--- src/rtl/branch_resolver.sv ---
// Execute-side branch resolver: in-order prediction FIFO, mispredict flush/redirect, predictor training.
// Optional BRANCH_RESOLVER_STATS_EN adds saturating branch/mispredict counters.
module branch_resolver #(
  parameter int ADDR_W       = 32,
  parameter int DEPTH        = 4,
  parameter int FLUSH_CYCLES = 2
) (
  input  logic              iClk,
  input  logic              iRst_n,
  input  logic              iPredValid,
  input  logic              iPredTaken,
  input  logic [ADDR_W-1:0] iPredPC,
  input  logic [ADDR_W-1:0] iPredTarget,
  output logic              oPredFull,
  output logic              oEmpty,
  input  logic              iResValid,
  input  logic              iResTaken,
  input  logic [ADDR_W-1:0] iResTarget,
  output logic              oUpdCmd,
  output logic              oUpdTaken,
  output logic              oMispredict,
  output logic              oRedirectValid,
  output logic [ADDR_W-1:0] oRedirectPC,
  output logic              oFlush
`ifdef BRANCH_RESOLVER_STATS_EN
  ,
  output logic [15:0]       oBranchCount,
  output logic [15:0]       oMispredCount
`endif
);

  localparam int AW  = $clog2(DEPTH);
  localparam int CW  = $clog2(DEPTH + 1);
  localparam int FCW = (FLUSH_CYCLES > 1) ? $clog2(FLUSH_CYCLES + 1) : 1;

  typedef enum logic {
    S_IDLE,
    S_FLUSH
  } state_t;

  state_t             r_state;
  state_t             w_state_nxt;
  logic [FCW-1:0]     r_fcnt;
  logic [FCW-1:0]     w_fcnt_nxt;

  logic               r_taken [DEPTH];
  logic [ADDR_W-1:0]  r_pc    [DEPTH];
  logic [ADDR_W-1:0]  r_tgt   [DEPTH];
  logic [AW-1:0]      r_wr;
  logic [AW-1:0]      r_rd;
  logic [CW-1:0]      r_count;
  logic [CW-1:0]      w_cnt_nxt;
  logic               r_full;
  logic               r_empty;

  logic               r_upd_cmd;
  logic               r_upd_taken;
  logic               r_mis;
  logic               r_redir_v;
  logic [ADDR_W-1:0]  r_redir_pc;

  logic               w_idle;
  logic               w_pop;
  logic               w_push;
  logic               w_mis;
  logic [ADDR_W-1:0]  w_redir_pc;

  assign w_idle = (r_state == S_IDLE);
  assign w_pop  = w_idle & iResValid & ~r_empty;

  assign w_mis = w_pop &
    ((iResTaken != r_taken[r_rd]) |
     (iResTaken & r_taken[r_rd] &
      (iResTarget != r_tgt[r_rd])));

  // A mispredict squashes any same-cycle push as wrong-path.
  assign w_push = w_idle & iPredValid &
    (~r_full | w_pop) & ~w_mis;

  assign w_redir_pc = iResTaken ? iResTarget
                    : r_pc[r_rd] + ADDR_W'(4);

  assign w_cnt_nxt = w_mis ? '0
    : r_count + CW'(w_push) - CW'(w_pop);

  always_comb begin
    w_state_nxt = r_state;
    w_fcnt_nxt  = r_fcnt;
    unique case (r_state)
      S_IDLE: begin
        if (w_mis) begin
          w_state_nxt = S_FLUSH;
          w_fcnt_nxt  = FCW'(FLUSH_CYCLES);
        end
      end
      S_FLUSH: begin
        w_fcnt_nxt = r_fcnt - FCW'(1);
        if (r_fcnt == FCW'(1))
          w_state_nxt = S_IDLE;
      end
      default: w_state_nxt = S_IDLE;
    endcase
  end

  always_ff @(posedge iClk or negedge iRst_n) begin
    if (!iRst_n) begin
      r_state <= S_IDLE;
      r_fcnt  <= '0;
    end else begin
      r_state <= w_state_nxt;
      r_fcnt  <= w_fcnt_nxt;
    end
  end

  always_ff @(posedge iClk) begin
    if (w_push) begin
      r_taken[r_wr] <= iPredTaken;
      r_pc[r_wr]    <= iPredPC;
      r_tgt[r_wr]   <= iPredTarget;
    end
  end

  always_ff @(posedge iClk or negedge iRst_n) begin
    if (!iRst_n) begin
      r_wr    <= '0;
      r_rd    <= '0;
      r_count <= '0;
      r_full  <= 1'b0;
      r_empty <= 1'b1;
    end else begin
      if (w_mis) begin
        r_wr <= '0;
        r_rd <= '0;
      end else begin
        if (w_push) r_wr <= r_wr + AW'(1);
        if (w_pop)  r_rd <= r_rd + AW'(1);
      end
      r_count <= w_cnt_nxt;
      r_full  <= (w_cnt_nxt == CW'(DEPTH));
      r_empty <= (w_cnt_nxt == '0);
    end
  end

  always_ff @(posedge iClk or negedge iRst_n) begin
    if (!iRst_n) begin
      r_upd_cmd   <= 1'b0;
      r_upd_taken <= 1'b0;
      r_mis       <= 1'b0;
      r_redir_v   <= 1'b0;
      r_redir_pc  <= '0;
    end else begin
      r_upd_cmd   <= w_pop;
      r_upd_taken <= w_pop & iResTaken;
      r_mis       <= w_mis;
      r_redir_v   <= w_mis;
      if (w_mis) r_redir_pc <= w_redir_pc;
    end
  end

`ifdef BRANCH_RESOLVER_STATS_EN
  logic [15:0] r_br_cnt;
  logic [15:0] r_mis_cnt;

  always_ff @(posedge iClk or negedge iRst_n) begin
    if (!iRst_n) begin
      r_br_cnt  <= '0;
      r_mis_cnt <= '0;
    end else begin
      if (w_pop && r_br_cnt != 16'hFFFF)
        r_br_cnt <= r_br_cnt + 16'd1;
      if (w_mis && r_mis_cnt != 16'hFFFF)
        r_mis_cnt <= r_mis_cnt + 16'd1;
    end
  end

  assign oBranchCount  = r_br_cnt;
  assign oMispredCount = r_mis_cnt;
`endif

  assign oPredFull      = r_full;
  assign oEmpty         = r_empty;
  assign oUpdCmd        = r_upd_cmd;
  assign oUpdTaken      = r_upd_taken;
  assign oMispredict    = r_mis;
  assign oRedirectValid = r_redir_v;
  assign oRedirectPC    = r_redir_pc;
  assign oFlush         = (r_state == S_FLUSH);

endmodule

--- config.mk ---
export PLATFORM = sky130hd
export DESIGN_NAME = branch_resolver
export DESIGN_NICKNAME = d
export VERILOG_FILES = /design/src/rtl/branch_resolver.sv
export SDC_FILE = /design/constraint.sdc
export NUM_CORES = 1
export LEC_CHECK = 0
export CORE_ASPECT_RATIO = 0.75
export CORE_MARGIN = 2
export CORE_UTILIZATION = 40
export DETAILED_ROUTE_END_ITERATION = 16
export REMOVE_ABC_BUFFERS = 1
export SYNTH_ARGS = -nofsm -noshare
export SYNTH_HDL_FRONTEND = slang
export SYNTH_SLANG_ARGS = --single-unit
--- constraint.sdc ---
create_clock -name iClk -period 6.1 [get_ports iClk]
set_input_delay 1.22 -clock iClk [delete_from_list [all_inputs] [get_ports iClk]]
set_output_delay 1.22 -clock iClk [all_outputs]
set_load 0.01 [all_outputs]
==> results by group, run 1 <==
Outcome
  • Status: finished, final reports clean

STA
  • Final setup viols: 0
  • Worst Tran Pin Value: 1110 ps
  • Final Slew Violations: 0
  • F_max: 0.2086 GHz
  • Worst slew margin: 0.2598
  • Final worst path period share: 0.7860
  • Max Clock Skew: 25.47 ps
  • RSZ-0062 raised after global routing: no
  • Final min period: 4794 ps
  • Hold Vio Cnt, Final: 0

Placement
  • Count of port buffers added during placement: 140
  • GP Congestion: 0.7298
  • Placed inst area: 14560 µm²
  • Detailed Place HPWL: 17990 µm

Detailed routing
  • Wire length per cell: 22.30 µm
  • DR vias/cell: 5.172
  • Iteration count of the initial detailed-routing pass: 7
  • Drt drc: 0
  • Total number of vias: 6558
  • Post-Route WL: 28280 µm
  • DR iter-0 viols: 512
  • Routed Antenna Nets: 0

Worst setup path
  • R2r startpoint: r_rd[0]$_DFFE_PN0P_
  • Critical Path Sink Type: flip-flop
  • Critical Path RT: 6570 ps
  • CP peak stage delay: 780 ps
  • Setup slack, reg-to-reg: 1310 ps
  • Critical Path Stages: 15
  • WP buf/inv: 3
  • Crit path from: r_rd[0]$_DFFE_PN0P_
  • Slowest library cell on the worst path: dfrtp_4
  • RR Endpoint: oPredFull$_DFF_PN0_
  • CP delay by family, top: simple AND/OR/NAND/NOR gates
  • CP Class: reg -> reg
  • Setup crit end: oPredFull$_DFF_PN0_
  • WP data arrival: 5270 ps
  • Startpoint types: flip-flop
  • Worst-case reg-to-reg path depth: 15
  • Crit-path max FO: 26
  • Crit-path cells: buf_4, mux4_2, xnor2_1, nand4_1, nor4_2, a31oi_4, nor2b_1, inv_1, ha_1, inv_1, ha_1, fa_1, xnor2_1, nor2b_1, nor3b_1

Synthesis
  • Synth Area in Adders: 0.01042
  • Synth cell count leaders: 260 x edfxtp_1, 65 x mux4_2, 52 x xnor2_1, 46 x dfrtp_1, 39 x nand2_1
  • Leading post-synthesis cells by cell area: edfxtp_1 61%, mux4_2 11%, dfrtp_1 9.0%
  • Simple-Gate Fraction of Synth Area: 0.04993
  • Synth Flop Type: edfxtp_1
  • Mapped cell area: 12730 µm²
  • Xor/xnor cell area share of the yosys netlist: 0.04265
  • Leading area contributor after synthesis: edfxtp_1
  • Synth top area share: 0.6133
  • Largest family of logic cells by synthesized area: multiplexers
  • Synth cell types: 46
  • Async SR Flop Fraction: 0.1531
  • #FFs+latches synth: 307
  • Number of synthesized flops with an enable pin: 260
  • Most frequent cell after synthesis: edfxtp_1
  • Mapped Cells: 680
  • YS warnings: 0
  • Mux contribution to synthesized area: 0.1514
  • Seq/Total Area, Yosys: 0.7057
  • Compound-Gate Fraction of Synth Area: 0.01936
  • Syn_area_per_cell: 18.72 µm²

Floorplan
  • Die ar.: 33290 µm²
  • Core area: 31320 µm²
  • I/O Pins: 141
  • Die Wd: 210 µm
  • Initial Util: 0.4065
  • Site Rows: 56
  • Die H: 158.5 µm

Clock tree
  • H-tree depth: 1
  • Post-CTS sizing: 0
  • CTS root buffer: clkbuf_16
  • Clock-pin slew on the worst setup and hold paths: 60 ps
  • CTS tree: yes
  • Hold buffers post-CTS: 0
  • Num CTS Buffers: 30
  • Sink Count: 307
  • Post-CTS setup buffers: 0
  • Buffers from clock root to sink, at most: 3
  • Clock Latency Late Sink: 580 ps

Power and ir drop
  • VDD IR-drop max: 212.9 µV
  • Cell Pwr Density: 423.1 nW/µm²
  • Leakage: 5.201 nW
  • Design Power: 0.006593 W

Finish
  • Share of cells above drive strength 1: 0.2021
  • Design area: 15580 µm²
  • Layout Nets: 949
  • Layout area overhead: 22.39%

Global route
  • Largest net degree at the start of global routing: 66
  • First-pass GRT wire length: 42170 µm
  • Total GRT Usage: 0.1717
  • Initial antenna violation count: 5
  • Number of global-route vias before repair: 6688
  • Total grt overflow: 0

Run
  • Maxcap violations: 0

Worst hold path
  • Hold Path Class: reg -> reg
-- worst reg2reg max path, cell delays in order, from the launching register on --
cell,delay (ps)
dfrtp_4,780
buf_4,360
mux4_2,540
xnor2_1,210
nand4_1,200
nor4_2,630
a31oi_4,150
nor2b_1,300
inv_1,90
ha_1,280
inv_1,40
ha_1,180
fa_1,380
xnor2_1,190
nor2b_1,190
nor3b_1,200
-- stage by stage --
stage | utilization | TNS, ps | instances | hold slack (ps) | worst slack, ps
finish | 0.4975 | 0 | 1268 | 495.0 | 1306
global route | 0.4974 | 0 | 1267 | 527.7 | 904.5
CTS | 0.4974 | 0 | 1267 | 504.8 | 1229
detailed placement | 0.4648 | 0 | 1211 | 492.6 | 1264
global placement | 0.4648 | 0 | 1211 | 482.3 | 1329
floorplan | - | -203550 | 650 | 456.2 | -779.4
-- power by group --
| part | switching [W] | internal, W |
|---|---|---|
| clock network | 0.000779 | 0.00111 |
| registers | 0.000177 | 0.00268 |
| logic | 0.000868 | 0.000980 |
-- layout by cell type (no fill, tap or decap), types with 6 or more instances in the layout --
| master | count |
|---|---|
| a21oi_1 | 6 |
| buf_4 | 14 |
| clkbuf_16 | 30 |
| clkbuf_8 | 7 |
| clkdlybuf4s50_1 | 138 |
| clkinv_2 | 8 |
| dfrtp_1 | 44 |
| edfxtp_1 | 260 |
| ha_1 | 9 |
| inv_1 | 13 |
| mux2_4 | 26 |
| mux4_2 | 65 |
| nand2_1 | 39 |
| nand4_1 | 13 |
| nor2_1 | 15 |
| nor3_1 | 10 |
| o21ai_0 | 30 |
| xnor2_1 | 52 |
| xor2_1 | 10 |
-- worst min path at each step --
stage                                      startpoint                          end  slack (ps)  cells past startpoint
after global placement          r_fcnt[0]$_DFFE_PN0P_        r_fcnt[0]$_DFFE_PN0P_         480                      1
after CTS                       r_fcnt[0]$_DFFE_PN0P_        r_fcnt[0]$_DFFE_PN0P_         500                      1
after floorplan                 r_fcnt[0]$_DFFE_PN0P_        r_fcnt[0]$_DFFE_PN0P_         460                      1
after detailed placement  oRedirectPC[16]$_DFFE_PN0P_  oRedirectPC[16]$_DFFE_PN0P_         490                      1
after global routing      oRedirectPC[31]$_DFFE_PN0P_  oRedirectPC[31]$_DFFE_PN0P_         530                      1
final                           r_fcnt[0]$_DFFE_PN0P_        r_fcnt[0]$_DFFE_PN0P_         500                      1
-- kinds of logic after synthesis --
| logic type | after synthesis |
|---|---|
| flops | 307 |
| simple gates | 117 |
| mux | 98 |
| xor+xnor | 62 |
| compound gates | 43 |
| buf+inv | 43 |
| fa+ha+maj | 10 |
-- routing by layer --
layer | vias up | track usage | share of wire
li1 | 2970 | - | -
met1 | 3370 | 0.2562 | 0.49
met2 | 166 | 0.2610 | 0.44
met3 | 46 | 0.03886 | 0.053
met4 | 6 | 0.03242 | 0.017
met5 | - | 0 | 0.0013
-- sequential cells by signal, summed over array words and instances (netlist names) --
signal          flops
r_pc              128
r_tgt             128
oRedirectPC        32
r_taken             4
r_count             3
r_fcnt              2
r_rd                2
r_wr                2
oEmpty              1
oFlush              1
oPredFull           1
oRedirectValid      1
oUpdCmd             1
oUpdTaken           1
-- final cells by class --
type                            count  area, µm²
Inverter                           13      48.80
Timing Repair Buffer              155       1516
Clock inverter                     15      157.7
Fill cell                        2578      15740
Multi-Input combinational cell    330       3496
Clock buffer                       41      862.1
Sequential cell                   307       8990
Antenna cell                        1      2.502
Tap cell                          406      508.0
No activity file was read; power rests on OpenSTA's default activity.
==> run 2: changes to the inputs <==
clock period = 3.8 ns   (was 6.1 ns; I/O delays follow)
==> run 2 against run 1 <==
  * Routed wire length is 3.5% higher
  * Final area is 4.5% higher
  * The run now ends with setup timing left
  * Clock-buffer cell count is 2 lower
  * Critical path depth is 2 higher
  * Clock skew is 12 ps lower
==> results by group, run 2 (synthesis results as in run 1) <==
STA
  • Final setup viols: 3 (+3)
  • Max Clock Skew: 13.20 ps (-12.27 ps)
  • Final worst path period share: 1.018 (+0.2323)
  • Final min period: 3869 ps (-925.0 ps)
  • Worst slew margin: 0.4467 (+0.1868)
  • RSZ-0062 raised after global routing: yes
  • Total negative setup slack: -127.7 ps (-127.7 ps)
  • Final Slew Violations: 0 (unchanged)
  • F_max: 0.2584 GHz (+24%)
  • Worst Hold Slack: 213.7 ps (-281.3 ps)
  • Setup ws final: -69.41 ps (-1375 ps)
  • Worst Tran Pin Value: 830.0 ps (-280.3 ps)
  • Hold Vio Cnt, Final: 0 (unchanged)

Clock tree
  • CTS root buffer: clkbuf_16
  • Buffers from clock root to sink, at most: 3 (unchanged)
  • Hold buffers post-CTS: 0 (unchanged)
  • Clock Latency Late Sink: 560 ps (-20 ps)
  • Clock-pin slew on the worst setup and hold paths: 70 ps (about the same)
  • Num CTS Buffers: 30 (unchanged)
  • CTS tree: yes
  • H-tree depth: 1 (unchanged)
  • Sink Count: 307 (unchanged)

Detailed routing
  • DR vias/cell: 5.210 (+0.73%)
  • Total number of vias: 6861 (+4.6%)
  • Iteration count of the initial detailed-routing pass: 6 (-1)
  • Wire length per cell: 22.22 µm (-0.35%)
  • DR iter-0 viols: 448 (-13%)
  • Post-Route WL: 29270 µm (+3.5%)
  • Routed Antenna Nets: 0 (unchanged)
  • Drt drc: 0 (unchanged)

Finish
  • Commonest non-fill, non-tap cell in the layout: edfxtp_1
  • # diodes: 0 (-1)
  • Layout area overhead: 27.85%
  • Layout Nets: 999 (+5.3%)
  • Most frequent cells in the layout: 260 x edfxtp_1, 138 x clkdlybuf4s50_1, 65 x mux4_2, 47 x xnor2_1, 45 x buf_4
  • Share of cells above drive strength 1: 0.2580 (+0.05587)

Global route
  • Total grt overflow: 0 (unchanged)
  • Total GRT Usage: 0.1798 (+0.008087)
  • Number of global-route vias before repair: 7132 (+6.6%)
  • Initial antenna violation count: 2 (-3)
  • Largest net degree at the start of global routing: 64 (-3.0%)
  • First-pass GRT wire length: 44130 µm (+4.6%)

Worst setup path
  • WP data arrival: 4350 ps (-920 ps)
  • Setup slack, reg-to-reg: -70 ps (-1370 ps)
  • Critical Path RT: 4280 ps (-2290 ps)
  • Crit-path max FO: 8 (-69%)
  • Startpoint types: flip-flop
  • Critical Path Sink Type: flip-flop
  • CP Class: reg -> reg

Placement
  • Count of port buffers added during placement: 140 (unchanged)
  • GP Congestion: 0.7764 (+6.4%)
  • Detailed Place HPWL: 19750 µm (+9.8%)

Run
  • Maxcap violations: 0 (unchanged)

Power and ir drop
  • VDD IR-drop max: 408.7 µV (+92%)
  • Sw frac: 0.2730 (-0.003610)
  • Clock network fraction of total power: 0.280 (-0.007)
  • Sequential Power Share: 0.407 (-0.026)
  • Logic gate share of total power: 0.313 (+0.033)
  • Leakage: 5.555 nW (+6.8%)
  • Internal Pwr Total: 0.008120 W (+70%)
  • Switch Pwr: 0.003049 W (+67%)
  • Cell Pwr Density: 686.2 nW/µm² (+62%)

Outcome
  • Status: finished with violations
  • Failing checks: setup timing

Floorplan
  • Site Rows: 56 (unchanged)
  • Die ar.: 33290 µm² (unchanged)
  • Core area: 31320 µm² (unchanged)
  • Die Wd: 210 µm (unchanged)
  • I/O Pins: 141 (unchanged)
  • Die H: 158.5 µm (unchanged)
  • Initial Util: 0.4065 (unchanged)

Worst hold path
  • Hold Path Class: in -> async
[run 2: cell count changes in the layout (fill, tap and decap cells not counted), moves of 2 or more]
cell        delta
xnor2_1        -5
buf_4         +31
clkinvlp_4     +2
buf_12        +16
xnor2_2        +5
clkbuf_8       -4
buf_6          +2
bufinv_16      +2
nor2b_1        -2
[run 2: what timing repair did]
action,in CTS,in global routing
buffers inserted,8,4
pin swaps,11,6
resized for setup,12,6
setup endpoints to repair,4,4
cloned,1,0
[run 2: power by group through the flow]
stage / combinational [W] / clock [W] / sequential, W
final: 0.00350 / 0.00313 / 0.00454
after floorplan: 0.00173 / 0 / 0.00478
after CTS: 0.00346 / 0.00321 / 0.00455
after global routing: 0.00377 / 0.00334 / 0.00460
after global placement: 0.00323 / 0 / 0.00460
after detailed placement: 0.00325 / 0 / 0.00461
[run 2: worst max-delay path, stage by stage (launching register included)]
cell and delay (ps):
dfrtp_4 520, buf_12 170, mux4_2 540, xnor2_2 170
nand4_1 260, nor4_2 290, buf_4 190, a31oi_4 90
nor2b_2 140, inv_1 50, ha_1 260, inv_1 40
ha_2 170, fa_2 370, xnor2_2 170, buf_4 140
nor3_2 30, or2_1 200
[run 2: stage by stage]
step / setup slack, ps / cell area [µm²] / std cells / total power (W) / util
global placement: -229.0 / 15000 / 1248 / 0.007828 / 0.4789
detailed placement: -293.4 / 15000 / 1248 / 0.007863 / 0.4789
CTS: -48.37 / 16200 / 1313 / 0.01121 / 0.5172
finish: -69.41 / 16280 / 1317 / 0.01117 / 0.5197
global route: -234.6 / 16280 / 1317 / 0.01171 / 0.5197
floorplan: -3079 / 12520 / 650 / 0.006509 / -
[run 2: layout make-up]
class | instances | area, µm²
timing repair buffer | 205 | 2120
sequential | 307 | 8990
inverter | 13 | 48.80
tap | 406 | 508.0
fill | 2526 | 15040
clock inverter | 17 | 216.5
multi-input combinational | 330 | 3558
clock buffer | 39 | 835.8
[run 2: metal layers]
metal  global-route usage  vias up  wire (µm)
li1                     -     3078          -
met1               0.2689     3556      14190
met2               0.2813      199      13230
met3              0.03215       26       1506
met4              0.02972        2        331
met5                    0        -         13
[run 2: path summary, 6_finish.rpt]
check,start,end,cells past startpoint
max in group asynchronous,iRst_n,r_rd[0]$_DFFE_PN0P_,2
hold reg to reg,r_fcnt[0]$_DFFE_PN0P_,r_fcnt[0]$_DFFE_PN0P_,1
setup / recovery,r_rd[0]$_DFFE_PN0P_,oEmpty$_DFF_PN1_,17
min in group iClk,r_fcnt[0]$_DFFE_PN0P_,r_fcnt[0]$_DFFE_PN0P_,1
hold / removal,iRst_n,oRedirectPC[10]$_DFFE_PN0P_,1
setup reg to reg,r_rd[0]$_DFFE_PN0P_,oEmpty$_DFF_PN1_,17
